[config.mk]
export PLATFORM = sky130hd
export DESIGN_NAME = fetch_decode_register_flat
export DESIGN_NICKNAME = d
export VERILOG_FILES = /design/src/rtl/fetch_decode_register_pkg.sv /design/src/rtl/fetch_decode_register_if.sv /design/src/rtl/fetch_decode_register_prefix_detect.sv /design/src/rtl/fetch_decode_register.sv /design/src/flat_wrapper.sv
export SDC_FILE = /design/constraint.sdc
export NUM_CORES = 1
export LEC_CHECK = 0
export CAP_MARGIN = 20
export CORE_ASPECT_RATIO = 0.75
export CORE_MARGIN = 2
export CORE_UTILIZATION = 34
export CTS_BUF_LIST = sky130_fd_sc_hd__clkbuf_16
export DETAILED_ROUTE_END_ITERATION = 7
export HOLD_SLACK_MARGIN = 0.03
export PLACE_DENSITY = 0.78
export SYNTH_ARGS = -nofsm -noshare
export SYNTH_HDL_FRONTEND = slang
export SYNTH_HIERARCHICAL = 1
export SYNTH_SLANG_ARGS = --single-unit
[constraint.sdc]
create_clock -name clk_i -period 2.75 [get_ports clk_i]
set_input_delay 0.55 -clock clk_i [delete_from_list [all_inputs] [get_ports clk_i]]
set_output_delay 0.55 -clock clk_i [all_outputs]
set_load 0.02 [all_outputs]
[src/rtl/fetch_decode_register_pkg.sv]
// GENERAL_DEFS: shared definitions for the fetch/decode pipeline register.
//   WORD                 - address width
//   flush_pipeline_sig   - flush request encoding (FLUSH_PIPELINE kills in-flight work)
//   fd_state_e           - pairing FSM states (EXPECT_FIRST, HAVE_PREFIX)
//   PREFIX_111xx         - halfword[15:11] patterns that open a 32-bit Thumb instruction
package GENERAL_DEFS;

    localparam int unsigned WORD = 32;

    typedef enum logic {
        NO_FLUSH       = 1'b0,
        FLUSH_PIPELINE = 1'b1
    } flush_pipeline_sig;

    typedef enum logic {
        EXPECT_FIRST = 1'b0,
        HAVE_PREFIX  = 1'b1
    } fd_state_e;

    localparam logic [4:0] PREFIX_11101 = 5'b11101;
    localparam logic [4:0] PREFIX_11110 = 5'b11110;
    localparam logic [4:0] PREFIX_11111 = 5'b11111;

endpackage

[src/rtl/fetch_decode_register_if.sv]
// fetch_decode_register_if: fetch-to-decode bundle.
//   Inputs to the register : instr_hw_i, program_counter_i, is_valid_i,
//                            stall_i, flush_pipeline_i
//   Outputs to decode      : instr_hw1_o, instr_hw2_o, is_32bit_o,
//                            program_counter_o, is_valid_o
//   master - fetch/hazard side (drives the inputs, observes the outputs)
//   slave  - the pipeline register itself
interface fetch_decode_register_if;
    import GENERAL_DEFS::*;

    logic [15:0]       instr_hw_i;
    logic [WORD-1:0]   program_counter_i;
    logic              is_valid_i;
    logic              stall_i;
    flush_pipeline_sig flush_pipeline_i;

    logic [15:0]       instr_hw1_o;
    logic [15:0]       instr_hw2_o;
    logic              is_32bit_o;
    logic [WORD-1:0]   program_counter_o;
    logic              is_valid_o;

    modport master (
        output instr_hw_i, program_counter_i, is_valid_i, stall_i, flush_pipeline_i,
        input  instr_hw1_o, instr_hw2_o, is_32bit_o, program_counter_o, is_valid_o
    );

    modport slave (
        input  instr_hw_i, program_counter_i, is_valid_i, stall_i, flush_pipeline_i,
        output instr_hw1_o, instr_hw2_o, is_32bit_o, program_counter_o, is_valid_o
    );

endinterface

[src/rtl/fetch_decode_register_prefix_detect.sv]
// thumb32_prefix_detect: combinational classifier, flags a halfword whose
// bits[15:11] mark it as the first half of a 32-bit Thumb instruction.
//   hw        - halfword under test
//   is_prefix - 1 when hw[15:11] is 11101, 11110 or 11111
// Only needed when 32-bit pairing is built in (macro THUMB32_PAIR_EN).
`ifdef THUMB32_PAIR_EN
module thumb32_prefix_detect
    import GENERAL_DEFS::*;
(
    input  logic [15:0] hw,
    output logic        is_prefix
);

    always_comb begin
        is_prefix = 1'b0;
        case (hw[15:11])
            PREFIX_11101,
            PREFIX_11110,
            PREFIX_11111: is_prefix = 1'b1;
            default:      is_prefix = 1'b0;
        endcase
    end

endmodule
`endif

[src/rtl/fetch_decode_register.sv]
// fetch_decode_register: IF/ID pipeline register that reassembles 32-bit
// Thumb instructions from two consecutive fetched halfwords.
//   clk_i      - clock, all state on rising edge
//   reset_n_i  - synchronous active-low reset (beats flush and stall)
//   bus        - fetch_decode_register_if.slave (fetch inputs, stall, flush,
//                decode-side outputs)
// Macro THUMB32_PAIR_EN: when defined, prefix halfwords are held and merged
// with the following halfword; when undefined every valid halfword passes
// straight through as a 16-bit instruction.
module fetch_decode_register
    import GENERAL_DEFS::*;
(
    input  logic                         clk_i,
    input  logic                         reset_n_i,
    fetch_decode_register_if.slave       bus
);

    fd_state_e       state, next_state;
    logic            valid_q, next_valid;
    logic [15:0]     hw1_q, next_hw1;
    logic [WORD-1:0] pc_q, next_pc;

`ifdef THUMB32_PAIR_EN
    logic [15:0]     hw2_q, next_hw2;
    logic            is32_q, next_is32;
    logic [15:0]     pfx_hw_q, next_pfx_hw;
    logic [WORD-1:0] pfx_pc_q, next_pfx_pc;
    logic            is_prefix;

    thumb32_prefix_detect u_prefix_detect (
        .hw        (bus.instr_hw_i),
        .is_prefix (is_prefix)
    );
`endif

    always_ff @(posedge clk_i) begin
        if (!reset_n_i) begin
            state <= EXPECT_FIRST;
        end else begin
            state <= next_state;
        end
    end

    always_ff @(posedge clk_i) begin
        if (!reset_n_i) begin
            valid_q  <= 1'b0;
            hw1_q    <= '0;
            pc_q     <= '0;
`ifdef THUMB32_PAIR_EN
            hw2_q    <= '0;
            is32_q   <= 1'b0;
            pfx_hw_q <= '0;
            pfx_pc_q <= '0;
`endif
        end else begin
            valid_q  <= next_valid;
            hw1_q    <= next_hw1;
            pc_q     <= next_pc;
`ifdef THUMB32_PAIR_EN
            hw2_q    <= next_hw2;
            is32_q   <= next_is32;
            pfx_hw_q <= next_pfx_hw;
            pfx_pc_q <= next_pfx_pc;
`endif
        end
    end

    // Flush outranks stall; flush only touches valid and state, data outputs
    // keep their last values.
    always_comb begin
        next_state  = state;
        next_valid  = valid_q;
        next_hw1    = hw1_q;
        next_pc     = pc_q;
`ifdef THUMB32_PAIR_EN
        next_hw2    = hw2_q;
        next_is32   = is32_q;
        next_pfx_hw = pfx_hw_q;
        next_pfx_pc = pfx_pc_q;
`endif
        if (bus.flush_pipeline_i == FLUSH_PIPELINE) begin
            next_valid  = 1'b0;
            next_state  = EXPECT_FIRST;
`ifdef THUMB32_PAIR_EN
            next_pfx_hw = '0;
            next_pfx_pc = '0;
`endif
        end else if (!bus.stall_i) begin
            next_valid = 1'b0;
`ifdef THUMB32_PAIR_EN
            if (bus.is_valid_i) begin
                if (state == HAVE_PREFIX) begin
                    // Second halfword is taken as-is, never re-classified.
                    next_hw1   = pfx_hw_q;
                    next_hw2   = bus.instr_hw_i;
                    next_is32  = 1'b1;
                    next_pc    = pfx_pc_q;
                    next_valid = 1'b1;
                    next_state = EXPECT_FIRST;
                end else if (is_prefix) begin
                    next_pfx_hw = bus.instr_hw_i;
                    next_pfx_pc = bus.program_counter_i;
                    next_state  = HAVE_PREFIX;
                end else begin
                    next_hw1   = bus.instr_hw_i;
                    next_hw2   = '0;
                    next_is32  = 1'b0;
                    next_pc    = bus.program_counter_i;
                    next_valid = 1'b1;
                end
            end
`else
            if (bus.is_valid_i && state == EXPECT_FIRST) begin
                next_hw1   = bus.instr_hw_i;
                next_pc    = bus.program_counter_i;
                next_valid = 1'b1;
            end
`endif
        end
    end

    assign bus.instr_hw1_o       = hw1_q;
    assign bus.program_counter_o = pc_q;
    assign bus.is_valid_o        = valid_q;
`ifdef THUMB32_PAIR_EN
    assign bus.instr_hw2_o       = hw2_q;
    assign bus.is_32bit_o        = is32_q;
`else
    assign bus.instr_hw2_o       = '0;
    assign bus.is_32bit_o        = 1'b0;
`endif

endmodule

[src/flat_wrapper.sv]
// flat-port wrapper written by rule: the top's interface ports become plain ports
module fetch_decode_register_flat import GENERAL_DEFS::*;
  (clk_i, reset_n_i, bus_instr_hw_i, bus_program_counter_i, bus_is_valid_i, bus_stall_i, bus_flush_pipeline_i, bus_instr_hw1_o, bus_instr_hw2_o, bus_is_32bit_o, bus_program_counter_o, bus_is_valid_o);
  fetch_decode_register_if bus_i ();
  input  logic clk_i;
  input  logic reset_n_i;
  input wire logic [$bits(bus_i.instr_hw_i)-1:0] bus_instr_hw_i;
  input wire logic [$bits(bus_i.program_counter_i)-1:0] bus_program_counter_i;
  input wire logic [$bits(bus_i.is_valid_i)-1:0] bus_is_valid_i;
  input wire logic [$bits(bus_i.stall_i)-1:0] bus_stall_i;
  input wire logic [$bits(bus_i.flush_pipeline_i)-1:0] bus_flush_pipeline_i;
  output wire logic [$bits(bus_i.instr_hw1_o)-1:0] bus_instr_hw1_o;
  output wire logic [$bits(bus_i.instr_hw2_o)-1:0] bus_instr_hw2_o;
  output wire logic [$bits(bus_i.is_32bit_o)-1:0] bus_is_32bit_o;
  output wire logic [$bits(bus_i.program_counter_o)-1:0] bus_program_counter_o;
  output wire logic [$bits(bus_i.is_valid_o)-1:0] bus_is_valid_o;
  assign bus_i.instr_hw_i = bus_instr_hw_i;
  assign bus_i.program_counter_i = bus_program_counter_i;
  assign bus_i.is_valid_i = bus_is_valid_i;
  assign bus_i.stall_i = bus_stall_i;
  assign bus_i.flush_pipeline_i = bus_flush_pipeline_i;
  assign bus_instr_hw1_o = bus_i.instr_hw1_o;
  assign bus_instr_hw2_o = bus_i.instr_hw2_o;
  assign bus_is_32bit_o = bus_i.is_32bit_o;
  assign bus_program_counter_o = bus_i.program_counter_o;
  assign bus_is_valid_o = bus_i.is_valid_o;
  fetch_decode_register u_core (.clk_i(clk_i), .reset_n_i(reset_n_i), .bus(bus_i));
endmodule
==> run_results.csv, run 1 <==
group,metric,value,unit
grt,grt_util_met3,3.36,%
clocking,cts_made_buffers,5,
timing,hold_viol,0,
placement,port_buffers,101,
grt,grt_util_all_layers,13.4,%
route,drcViolationCount,0,
placement,placed_cell_area,3070,sq um
yosys,avgSynthCellArea,9.00,sq um
timing,tightest_slew,0.659,ns
placement,place_congestion,0.656,
yosys,synth-warning-count,6,
critical_path,worstSetupPathType,"flip-flop to output port",
critical_path,critPathLaunchType,"flip-flop",
final_layout,drive_above_1_share,3.09,%
timing,timing.fmax,0.560,GHz
timing,grt_setup_unrepaired,"no",
grt,grtUsageMet1,16.9,%
route,via_per_inst,4.31,
final_layout,final_util,54.7,%
placement,place_inst,394,
route,finalWirelength,4610,um
final_layout,instances_no_fill,402,
clocking,cts.repair.resized,0,
route,first_pass_iters,4,
grt,globalRouteMet2Util,23.0,%
route,num_vias,1734,
timing,worst_slew_margin_rel,56.1,%
critical_path,worstPathArrival,1.24,ns
power_and_ir_drop,vdd_drop_max,0.252,mV
timing,fin_setup_tns,0,ns
placement,dp_hpwl,3350,um
route,ant_nets,0,
timing,fin_crit_sh,64.9,%
critical_path,rr_startpoint,"u_core/bus.is_valid_o$_SDFFE_PP0N_",
critical_path,end_kind,"output port",
final_layout,fin_area,3200,sq um
yosys,synth.ff_latch_count,49,
die,io_pins,119,
critical_path,critPathMaxFanout,2,
clocking,clk_pin_slew,0.06,ns
clocking,postCtsSetupRepairBufs,0,
clocking,root_buffer,"clkbuf_16",
timing,slew_viol_final,0,
die,start_util,35.4,%
placement,dp_slack,0.784,ns
die,placementRows,24,
critical_path,worstSetupStartpoint,"u_core/bus.instr_hw1_o[9]$_SDFFE_PN0P_",
timing,finClkSkew,0,ns
timing,setup_slack,0.964,ns
route,wire_per_inst,11.5,um
critical_path,path_cells,"clkdlybuf4s50_1",
grt,grt_pass1_wl,7200,um
final_layout,insertedDiodeCount,0,
critical_path,cpPeakStageDelay,0.62,ns
critical_path,required,2.20,ns
yosys,yosysUniqueCellTypes,10,
clocking,hold_buffers,0,
run_status,status,"finished, final reports clean",
clocking,tritoncts,"built",
final_layout,syn2layout_area_growth,54.7,%
clocking,clockBufferDepth,2,
grt,grt_pass1_vias,1648,
clocking,clock_sinks,49,
power_and_ir_drop,power_density,491,nW/um^2
critical_path,crit_buf_inv,1,
grt,grt.overflow.total,0,
final_layout,nNetsFinal,376,
die,fp.dieW,94.1,um
yosys,synth_area,2070,sq um
grt,antenna_found_initial,0,
die,coreArea,5860,sq um
critical_path,critPathTopFamily,"buffers and inverters",
grt,grt_max_degree,59,
clocking,htreeDepth,2,
clocking,clk_latency,0.27,ns
route,drt_iter0_drc,43,
power_and_ir_drop,power.leakage,1.21,nW
yosys,synth_cells,230,
yosys,yosysSeqAreaShare,47.4,%
timing,min_period,1.79,ns
grt,grt.busiest_layer,"met2",
min_path,min_from,"u_core/bus.program_counter_o[8]$_SDFFE_PN0P_",
die,die_h,71.6,um
job,drv_cap,0,
min_path,hp-class,"flip-flop to flip-flop",
critical_path,critical-path-slowest-cell,"clkdlybuf4s50_1",
die,die-area,6740,sq um
timing,setup_viol,0,
[placed cells by master (no fill, tap or decap)]
cell type        synthesis  routed
nor3b_4                  0       1
clkdlybuf4s50_1          0     100
nor3b_1                  1       1
conb_1                   1      17
mux2i_1                 49      49
clkbuf_16                0       5
buf_2                    7       1
buf_12                   0       2
clkinv_1                 0       2
dfxtp_1                 49      49
clkinv_2                 0       1
nand2_1                 96      96
[logic make-up (layout without fill, tap and decap cells)]
family	after synthesis	after routing	share of synthesized area, %
buf+inv	33	111	10.4
flops	49	49	47.4
mux	49	49	23.7
other cells	1	17	0.181
simple gates	98	98	18.4
[where the power goes]
part / internal [mW] / switching [mW] / total [mW]
sequential: 0.735 / 0.0130 / 0.748
combinational: 0.138 / 0.124 / 0.262
clock: 0.329 / 0.233 / 0.562
total: 1.20 / 0.370 / 1.57
[path summary, 6_finish.rpt]
kind	endpoint	slack, ns	cells after the start
setup / recovery	bus_instr_hw1_o[9]	0.96	1
hold / removal	u_core/bus.program_counter_o[8]$_SDFFE_PN0P_	0.45	2
setup reg to reg	u_core/bus.is_valid_o$_SDFFE_PP0N_	2.12	2
hold reg to reg	u_core/bus.program_counter_o[8]$_SDFFE_PN0P_	0.45	2
[layer usage]
metal	part of all wire (%)	wire, um
met1	46	2140
met2	47	2150
met3	6.2	285
met4	0.78	36
met5	0	0
[metrics by stage]
stage | power [mW] | hold WS [ns]
finish | 1.57 | 0.455
global route | 1.65 | 0.480
CTS | 1.60 | 0.457
detailed placement | 1.03 | 0.448
global placement | 1.02 | 0.442
floorplan | 0.908 | 0.532
[worst reg2reg max path, cell delays in order, from the launching register on]
cell,delay (ns)
dfxtp_1,0.32
mux2i_1,0.07
nor3b_1,0.16
[cell usage after synthesis, drive strengths merged]
| cell type | count | area (sq um) |
|---|---|---|
| buf | 27 | 193 |
| dfxtp | 49 | 981 |
| nor3b | 2 | 20.0 |
| nand2 | 96 | 360 |
| conb | 1 | 3.75 |
| clkbuf | 6 | 22.5 |
| mux2i | 49 | 490 |
[final cells by class]
| class | count | area, sq um |
|---|---|---|
| Tap cell | 78 | 97.6 |
| Multi-Input combinational cell | 164 | 941 |
| Clock inverter | 3 | 12.5 |
| Fill cell | 545 | 2650 |
| Timing Repair Buffer | 103 | 1050 |
| Clock buffer | 5 | 125 |
| Sequential cell | 49 | 981 |
[sequential cells by signal, indices dropped and copies added (netlist names)]
register / count
u_core/bus.program_counter_o: 32
u_core/bus.instr_hw1_o: 16
u_core/bus.is_valid_o: 1
(Power assumes the default switching activity.)
==> inputs of run 2 (changes only) <==
--- a/config.mk
+++ b/config.mk
@@ -12,7 +12,7 @@
 export CTS_BUF_LIST = sky130_fd_sc_hd__clkbuf_16
 export DETAILED_ROUTE_END_ITERATION = 7
 export HOLD_SLACK_MARGIN = 0.03
-export PLACE_DENSITY = 0.78
+export PLACE_DENSITY = 0.81
 export SYNTH_ARGS = -nofsm -noshare
 export SYNTH_HDL_FRONTEND = slang
 export SYNTH_HIERARCHICAL = 1
==> constraint.sdc (replaced) <==
create_clock -name clk_i -period 1.5 [get_ports clk_i]
set_input_delay 0.3 -clock clk_i [delete_from_list [all_inputs] [get_ports clk_i]]
set_output_delay 0.3 -clock clk_i [all_outputs]
set_load 0.02 [all_outputs]
==> run_results.csv, run 2 (synthesized netlist as in run 1, its figures left out) <==
group,metric,value,unit
run_status,status,"finished, final reports clean",
timing,hold_viol,0,
grt,grt_max_degree,98,
timing,finClkSkew,0,ns
critical_path,required,1.71,ns
timing,fin_crit_sh,92.1,%
final_layout,final_util,54.3,%
critical_path,critPathMaxFanout,37,
die,coreArea,5860,sq um
grt,grtUsageMet1,17.7,%
power_and_ir_drop,power_density,957,nW/um^2
critical_path,r2r-end,"u_core/bus.is_valid_o$_SDFFE_PP0N_",
power_and_ir_drop,internal-power,2.35,mW
grt,grt_util_all_layers,14.4,%
power_and_ir_drop,switching_share,22.9,%
route,drt_iter0_drc,59,
placement,place_congestion,0.682,
critical_path,worstSetupStartpoint,"bus_is_valid_i",
power_and_ir_drop,pwr-share-comb,14.9,%
critical_path,crit_path_end,"u_core/bus.instr_hw1_o[8]$_SDFFE_PN0P_",
timing,setup_viol,0,
die,fp.dieW,94.1,um
clocking,clk_pin_slew,0.06,ns
power_and_ir_drop,vdd_drop_max,0.474,mV
timing,timing.fmax,0.724,GHz
final_layout,final_cell_mix,"nand2_1 (96), clkdlybuf4s50_1 (51), dlygate4sd2_1 (49), mux2i_1 (49), dfxtp_1 (49)",
power_and_ir_drop,p_sw,698,uW
final_layout,insertedDiodeCount,0,
route,num_vias,1743,
final_layout,final_common_cell,"nand2_1",
clocking,clockBufferDepth,2,
die,io_pins,119,
placement,port_buffers,101,
route,via_per_inst,4.31,
final_layout,syn2layout_area_growth,53.7,%
clocking,postCtsSetupRepairBufs,0,
route,ant_nets,0,
final_layout,largest_reg_flops,32,
grt,grt_pass1_vias,1667,
grt,antenna_found_initial,0,
job,drv_cap,0,
timing,grt_setup_unrepaired,"no",
clocking,tritoncts,"built",
power_and_ir_drop,power.leakage,1.45,nW
power_and_ir_drop,seq_power_share,45.0,%
grt,grt.busiest_layer,"met2",
critical_path,rr_startpoint,"u_core/bus.is_valid_o$_SDFFE_PP0N_",
critical_path,rrSetupSlack,0.88,ns
timing,slew_viol_final,0,
final_layout,nNetsFinal,378,
route,first_pass_iters,3,
timing,min_period,1.38,ns
die,start_util,35.4,%
die,die-area,6740,sq um
die,placementRows,24,
final_layout,drive_above_1_share,3.68,%
clocking,clk_latency,0.28,ns
power_and_ir_drop,power.total,3.04,mW
grt,grt_pass1_wl,7690,um
route,wire_per_inst,12.0,um
critical_path,critPathLaunchType,"primary input",
grt,grt_util_met3,4.73,%
die,die_h,71.6,um
critical_path,r2r_cells,2,
critical_path,worstSetupPathType,"primary input to flip-flop",
critical_path,worstPathArrival,1.59,ns
clocking,root_buffer,"clkbuf_16",
min_path,hp-class,"flip-flop to flip-flop",
route,finalWirelength,4860,um
placement,dp_hpwl,3480,um
min_path,min_from,"u_core/bus.instr_hw1_o[7]$_SDFFE_PN0P_",
route,drcViolationCount,0,
grt,globalRouteMet2Util,23.7,%
final_layout,nFillCells,575,
grt,grt.overflow.total,0,
clocking,cts_made_buffers,5,
clocking,clock_sinks,49,
clocking,htreeDepth,2,
power_and_ir_drop,clock_power_share,40.1,%
critical_path,end_kind,"flip-flop",
## run 2: worst min path at each step
stage / end / slack (ns) / depth (start not counted)
2_1_floorplan: u_core/bus.is_valid_o$_SDFFE_PP0N_ / 0.38 / 1
3_3_place_gp: u_core/bus.program_counter_o[7]$_SDFFE_PN0P_ / 0.44 / 2
3_5_place_dp: u_core/bus.program_counter_o[1]$_SDFFE_PN0P_ / 0.45 / 2
4_1_cts: u_core/bus.instr_hw1_o[7]$_SDFFE_PN0P_ / 0.46 / 2
5_1_grt: u_core/bus.instr_hw1_o[15]$_SDFFE_PN0P_ / 0.47 / 2
6_report: u_core/bus.instr_hw1_o[7]$_SDFFE_PN0P_ / 0.45 / 2
## run 2: metal layers
metal	vias to the layer above	wire length [um]
met5	-	0
met2	63	2250
met1	786	2150
met3	7	389
met4	0	68
li1	887	-
## run 2: what timing repair did
item                                    4_1_cts  5_1_grt
resized for setup                            49        0
endpoints found under the setup margin       49        0
hold buffers                                  0        0
## run 2: layout make-up
class	instances	area, sq um	share of cell area (%)
clock buffer	5	125	3.93
sequential	49	981	30.8
multi-input combinational	164	941	29.6
clock inverter	3	37.5	1.18
timing repair buffer	105	1000	31.4
tap	78	97.6	3.07
## run 2: through the flow
step	area, sq um	worst slack, ns	hold WS, ns	instances	TNS (ns)
4_1_cts	3180	0.0874	0.455	404	0
2_1_floorplan	2130	0.378	0.376	246	0
3_5_place_dp	3080	-0.175	0.448	396	-6.66
6_report	3180	0.118	0.452	404	0
3_3_place_gp	3080	-0.106	0.441	396	-4.58
5_1_grt	3180	0.0497	0.474	404	0
## run 2: critical path: stages
cell and delay [ns]:
clkdlybuf4s50_1 0.49, nor3b_4 0.25, buf_12 0.30, mux2i_1 0.23
## run 2: power by group through the flow
| stage | Combinational (mW) | Clock, mW | Sequential, mW |
|---|---|---|---|
| 2_1_floorplan | 0.211 | 0 | 1.45 |
| 3_3_place_gp | 0.479 | 0 | 1.40 |
| 3_5_place_dp | 0.487 | 0 | 1.40 |
| 4_1_cts | 0.457 | 1.26 | 1.37 |
| 5_1_grt | 0.489 | 1.32 | 1.37 |
| 6_report | 0.454 | 1.22 | 1.37 |
